### src/rtl/rom_stream_reader.sv
// Streams a run of consecutive ROM words (wrapping at ADDR_MAX) onto a valid/ready
// interface, buffering at most two words so a stalling consumer never loses data.
module rom_stream_reader #(
  parameter int ADDR_MAX   = 123,
  parameter int ADDR_WIDTH = 7,
  parameter int DATA_WIDTH = 8,
  parameter int LEN_WIDTH  = 16
) (
  input  logic                  i_clk,
  input  logic                  i_rst,
  input  logic                  i_start,
  input  logic [ADDR_WIDTH-1:0] i_base_addr,
  input  logic [LEN_WIDTH-1:0]  i_len,
  output logic [ADDR_WIDTH-1:0] o_rom_addr,
  input  logic [DATA_WIDTH-1:0] i_rom_data,
  output logic [DATA_WIDTH-1:0] o_data,
  output logic                  o_valid,
  input  logic                  i_ready,
  output logic                  o_busy,
  output logic                  o_done
);

  typedef enum logic [1:0] {IDLE, RUN, DRAIN, DONE} state_t;

  state_t                state, state_nxt;
  logic [LEN_WIDTH-1:0]  remaining;
  logic [ADDR_WIDTH-1:0] addr_p0;
  logic                  rom_vld_p1;
  logic [DATA_WIDTH-1:0] fifo_mem [2];
  logic                  wr_ptr, rd_ptr;
  logic [1:0]            fifo_count;
  logic [2:0]            occ;
  logic                  push, pop, issue;

  function automatic logic [ADDR_WIDTH-1:0] next_addr(input logic [ADDR_WIDTH-1:0] a);
    if (a == ADDR_WIDTH'(ADDR_MAX - 1))
      return '0;
    else
      return a + 1'b1;
  endfunction

  assign o_rom_addr = addr_p0;
  assign o_valid    = (fifo_count != 2'd0);
  assign o_data     = o_valid ? fifo_mem[rd_ptr] : '0;
  assign pop        = o_valid & i_ready;
  assign push       = rom_vld_p1;

  // Occupancy seen by this cycle's issue decision: buffered + in flight - leaving now.
  assign occ   = 3'(fifo_count) + 3'(rom_vld_p1) - 3'(pop);
  assign issue = (state == RUN) && (remaining != '0) && (occ < 3'd2);

  always_comb begin
    state_nxt = state;
    o_busy    = (state != IDLE);
    o_done    = 1'b0;
    case (state)
      IDLE: begin
        if (i_start)
          state_nxt = (i_len == '0) ? DONE : RUN;
      end
      RUN: begin
        if (issue && remaining == LEN_WIDTH'(1))
          state_nxt = DRAIN;
      end
      DRAIN: begin
        // Leave as soon as the last word is being taken, so o_done follows it directly.
        if (!rom_vld_p1 && (fifo_count == 2'd0 || (fifo_count == 2'd1 && pop)))
          state_nxt = DONE;
      end
      DONE: begin
        o_done    = 1'b1;
        state_nxt = IDLE;
      end
      default: state_nxt = IDLE;
    endcase
  end

  // Stage p0: address issue; stage p1: ROM data returning, pushed into the FIFO.
  always_ff @(posedge i_clk or posedge i_rst) begin
    if (i_rst) begin
      state      <= IDLE;
      addr_p0    <= '0;
      remaining  <= '0;
      rom_vld_p1 <= 1'b0;
      wr_ptr     <= 1'b0;
      rd_ptr     <= 1'b0;
      fifo_count <= 2'd0;
    end else begin
      state      <= state_nxt;
      rom_vld_p1 <= issue;
      if (state == IDLE && i_start) begin
        addr_p0   <= i_base_addr;
        remaining <= i_len;
      end else if (issue) begin
        addr_p0   <= next_addr(addr_p0);
        remaining <= remaining - 1'b1;
      end
      if (push)
        wr_ptr <= ~wr_ptr;
      if (pop)
        rd_ptr <= ~rd_ptr;
      case ({push, pop})
        2'b10:   fifo_count <= fifo_count + 2'd1;
        2'b01:   fifo_count <= fifo_count - 2'd1;
        default: fifo_count <= fifo_count;
      endcase
    end
  end

  // Stage p1 -> FIFO storage: data path carries no reset.
  always_ff @(posedge i_clk) begin
    if (push)
      fifo_mem[wr_ptr] <= i_rom_data;
  end

endmodule
### config.mk
export PLATFORM = sky130hd
export DESIGN_NAME = rom_stream_reader
export DESIGN_NICKNAME = d
export VERILOG_FILES = /design/src/rtl/rom_stream_reader.sv
export SDC_FILE = /design/constraint.sdc
export NUM_CORES = 1
export LEC_CHECK = 0
export CAP_MARGIN = 40
export CORE_ASPECT_RATIO = 0.5
export CORE_MARGIN = 5
export CORE_UTILIZATION = 45
export DETAILED_ROUTE_END_ITERATION = 10
export DONT_BUFFER_PORTS = 1
export SETUP_SLACK_MARGIN = 0.2
export SYNTH_ARGS = -nofsm -noshare
export SYNTH_HDL_FRONTEND = slang
export SYNTH_SLANG_ARGS = --single-unit
### constraint.sdc
create_clock -name i_clk -period 7.1 [get_ports i_clk]
set_clock_uncertainty 0.1 [all_clocks]
set_input_delay 1.775 -clock i_clk [delete_from_list [all_inputs] [get_ports i_clk]]
set_output_delay 1.775 -clock i_clk [all_outputs]
set_load 0.02 [all_outputs]
Word-level counts from Yosys, hierarchy flattened
Memories as Yosys holds them, arrays and structs flattened.
Index checks and enable logic that the tools add are counted.
{"block": "op_classes", "add_sub_neg": 6, "order_cmp": 1, "eq_ne": 11, "muxes": 15, "n_bitwise": 3, "n_reduce_logical": 17}
{"operator": "$mux 16", "n": 2}
{"operator": "$mux 7", "n": 3}
{"operator": "$eq 16x1->1 const B", "n": 1}
{"operator": "$logic_not 16->1", "n": 1}
{"operator": "$reduce_bool 16->1", "n": 1}
{"operator": "$sub 16x1->16 const B", "n": 1}
{"operator": "$mux 2", "n": 4}
{"operator": "$mux 8", "n": 1}
{"operator": "$pmux 2 s4", "n": 1}
{"operator": "$reduce_bool 2->1", "n": 4}
{"operator": "$add 7x1->7 const B", "n": 1}
{"operator": "$eq 7x7->1 const B", "n": 1}
{"operator": "$eq 2x1->1 const B", "n": 3}
{"operator": "$eq 2x2->1 const B", "n": 3}
{"operator": "$logic_and 1x1->1", "n": 6}
{"operator": "$logic_not 2->1", "n": 2}
{"operator": "$ne 2x2->1 const B", "n": 2}
{"operator": "$pmux 2 s2", "n": 1}
{"operator": "$add 2x1->3", "n": 1}
{"operator": "$lt 3x2->1 const B", "n": 1}
{"operator": "$mux 1", "n": 3}
{"operator": "$reduce_and 3->1", "n": 1}
{"operator": "$sub 3x1->3", "n": 1}
{"operator": "$add 2x1->2 const B", "n": 1}
{"operator": "other kinds (6)", "n": 7}
{"block": "totals", "ff_bits": 30, "ram_bits": 16, "in_bits": 35, "output_inout_bits": 18, "wordCells": 61, "n_memories": 1}
{"name": "fifo_mem", "depth": 2, "word_bits": 8, "read_ports": 1, "rd_clocked_by_memory_dff": 0, "write_ports": 1, "line": "29", "source": "logic [DATA_WIDTH-1:0] fifo_mem [2];"}

Longest topological paths before layout
{"block": "logic_depth", "depth_word": 8, "depth_mapped": 15, "mapped_depth_nobuf": 13}

Least setup slack after synthesis
Ideal clock, no wire load.
{"block": "synth_timing", "kind": "input-to-reg", "from": "input i_ready", "to": "register addr_p0[6] (netlist: o_rom_addr[6])", "setup_ps": 82, "arrival_ps": 3651, "required_time_ps": 6918, "slack_ps": 3267, "stages": 9, "n_path_buf": 0, "path_cell_list": "nand2_1 > xor2_1 > nand2b_1 > fa_1 > nand2_1 > nor2_1 > nand2_1 > or4_1 > a31oi_1"}
{"block": "synth_between", "elab_chain_len": 5}
{"item": "start, declared", "line": "18", "source": "input logic i_ready,"}
{"item": "$and 1x1->1", "line": "45", "source": "assign pop = o_valid & i_ready;"}
{"item": "$sub 3x1->3", "line": "49", "source": "assign occ = 3'(fifo_count) + 3'(rom_vld_p1) - 3'(pop);"}
{"item": "$lt 3x2->1", "line": "50", "source": "assign issue = (state == RUN) && (remaining != '0) && (occ < 3'd2);"}
{"item": "$logic_and 1x1->1", "line": "50"}
{"item": "$reduce_bool 2->1 (no source line)"}
{"item": "end signal, assigned", "line": "92", "source": "addr_p0 <= i_base_addr;"}
{"item": "end signal, assigned", "line": "95", "source": "addr_p0 <= next_addr(addr_p0);"}
{"item": "end, declared", "line": "27", "source": "logic [ADDR_WIDTH-1:0] addr_p0;"}
Every way passes these cells.
A chain may end at the register's enable or synchronous reset.

Worst setup path after layout
Ends and elaborated chain as after synthesis.

==> summary.md <==
| Metric | Value |
|---|---|
| Power Dens Cells | 433.0 mW/mm^2 |
| Worst Hold Class | reg -> reg |
| Fill cells | 511 |
| Antenna violations before repair | 0 |
| Arrival time worst endpoint | 4.64 ns |
| Reg2Reg Depth | 12 |
| Min setup slack post-route | between 2 and 3 ns |
| Seq cells post-synth | 46 |
| First-pass GRT wire length | 8728 um |
| Switch share | 43.24% |
| H-tree depth | 2 |
| CP max FO | 13 |
| # rows | 19 |
| Max Root-Sink Buffers | 2 |
| Num CTS Buffers | 5 |
| Final Cell Area | roughly 0.0028 mm^2 |
| Hold_buf cts | 0 |
| Total gr overflow | 0 |
| Global router's overall resource usage | 14.86% |
| Final Power | roughly 1.2 mW |
| Final core utilization | 50.24% |
| CTS root buffer | clkbuf_16 |
| Number of global-route vias before repair | roughly 1900 |
| Total net switching power | 0.5165 mW |
| Clock tree sinks | 46 |
| Max-cap viol count | 0 |
| Yosys Warn Count | 0 |
| Leak | roughly 1.1 nW |
| Latest clock arrival within the worst-skew pair | around 0.28 ns |
| Nets | 302 |
| Pin count of the biggest net entering global routing | 46 |
| Synth async-reset ratio | roughly two thirds |
| Syn-to-layout area delta | 7.719% |
| Starting Density | 46.64% |
| Router iterations before antenna repair | 4 |
| Crit path capture type | flip-flop |
| Register-to-register setup slack | 2.90 ns |
| Die area | 0.007392 mm^2 |
| Die Ht | between 60 and 70 um |
| Hold slack | 0.3838 ns |
| DRC viols | 0 |
| Final Max Tran Viols | 0 |
| I/O pin count | between 50 and 60 |
| Worst Path Required | 7.21 ns |
| Mean post-synth cell area | about 10 um^2 |
| FF-to-FF End | o_rom_addr[6] |
| CTS tree | built |
| Upper clock frequency limit | 220.4 MHz |
| DIE WIDTH | around 120 um |
| Syn Nets | 303 |
| Combinational share of power | a little under two fifths |
| EDFF count, synth | 16 |
| Top FF cell, synth | dfrtp_1 |
| Placed Cells | 320 |
| GPL Wtd Cong | 0.7997 |
| Hold Fails Final Rpt | 0 |
| Layout Cells excl Fill | 328 |
| Setup WS pre-CTS | 2.341 ns |
| Share of layout cells above drive strength 1 | under 10% |
| Reg2reg start | fifo_count[1] |
| Internal Power | about 0.68 mW |
| CP startpoint kind | primary input |
| Setup_tns | 0 ns |
| Synth cell types | 34 |
| Routed Antenna Nets | 0 |
| Clk pwr share | roughly a fifth |
| Worst Setup SP | i_ready |
| Number of setup buffers added after CTS | 0 |
| RSZ-0062 raised after global routing | false |
| Most frequent cells in the layout | nor2_1, dfrtp_1, a21oi_1, xor2_1, edfxtp_1 |
| Max_slew headroom | 53.31% |
| Post-DP HPWL | 3970 um |
| Vias after detailed routing | 1860 |
| Kind of critical path | in -> reg |
| Maximum vdd drop | 0.2054 mV |
| Status | complete, no violations |
| Commonest non-fill, non-tap cell in the layout | nor2_1 |
| Register share of total power | between 40% and 50% |
| Initial DRC count | 74 |
| DR WL/cell | 16.37 um |
| Ant diodes | 0 |
| Core footprint | 0.005492 mm^2 |
| Cells after synthesis | 255 |
| Syn Std Cell Area | 0.002561 mm^2 |
| Final setup viols | 0 |
| Clock slew at reported path FFs | 0.06 ns |
| Worst-Margin Slew | 0.6977 ns |
| PostCTS Resize Cnt | 0 |
| Routed WL | 5369 um |
| Port-buffer cells | 0 |
| Final Cycle Share | 63.92% |
| Sequential share of the synthesized area | 48.07% |
| Fin crit period | 4.538 ns |
| Worst Setup EP | o_rom_addr[6] |
| Drt via density | 5.671 |
| Placed standard-cell area | 0.002618 mm^2 |
## cells in the mapped netlist, types with 9 or more instances
library cell | n | area (um^2)
mux2i_1 | 11 | 110.1
a21oi_1 | 22 | 110.1
dfrtp_1 | 30 | 750.7
edfxtp_1 | 16 | 480.5
inv_1 | 12 | 45.04
ha_1 | 12 | 150.1
nand3_1 | 10 | 50.05
nand2_1 | 9 | 33.78
nor2_1 | 42 | 157.7
nand4_1 | 9 | 56.30
xor2_1 | 17 | 148.9
## kinds of logic (layout without fill, tap and decap cells)
group	after synthesis	after routing	synth area share, %
adder cells (fa/ha/maj)	13	13	6.644
AND/OR/NAND/NOR	108	108	22.96
AO/OA/AOI/OAI	34	34	7.035
XOR/XNOR	20	20	6.839
flip-flops	46	46	48.07
buffers and inverters	22	22	3.713
multiplexers	12	12	4.739
## final cells by class
class	instances	area (um^2)	share of cell area, %
clock buffer	5	125.1	4.535
inverter	12	45.04	1.633
multi-input combinational	187	1235	44.76
tap	73	91.34	3.311
clock inverter	3	16.27	0.5896
timing repair buffer	2	15.01	0.5442
sequential	46	1231	44.63
## state kept, by name (all words and copies together) (netlist names)
| name | cells |
|---|---|
| rd_ptr | 1 |
| remaining | 16 |
| state | 2 |
| wr_ptr | 1 |
| o_rom_addr | 7 |
| fifo_mem | 16 |
| push | 1 |
| fifo_count | 2 |
## worst min-delay path by stage
stage                      start      to  slack [ns]  cells past startpoint
after floorplan           wr_ptr  wr_ptr        0.35                      1
after global placement    wr_ptr  wr_ptr        0.37                      1
after detailed placement  wr_ptr  wr_ptr        0.38                      1
after CTS                 wr_ptr  wr_ptr        0.39                      1
after global routing      wr_ptr  wr_ptr        0.41                      1
final                     wr_ptr  wr_ptr        0.38                      1
## worst max-delay path: stages
cell and delay, ns:
nand2_1 0.12, xor2_1 0.21, nand2b_1 0.18, fa_1 0.51, nand2_1 0.10, nor2_1 0.55, nand2_1 0.43, or4_1 0.59
a31oi_1 0.17
## layer usage
metal,up-vias,routed length [um],GRT usage [%]
met4,0,69,3.863
met2,56,2440,23.30
met5,-,0,0
li1,895,-,-
met1,901,2340,18.90
met3,8,518,6.310
## power by group through the flow
stage          Combinational, mW  Sequential (mW)  Clock [mW]
2_1_floorplan              0.404            0.475           0
3_3_place_gp               0.442            0.517           0
3_5_place_dp               0.458            0.518           0
4_1_cts                    0.461            0.515       0.230
5_1_grt                    0.517            0.531       0.240
6_report                   0.456            0.514       0.225
Note: power is estimated with default switching activity, not from simulation.
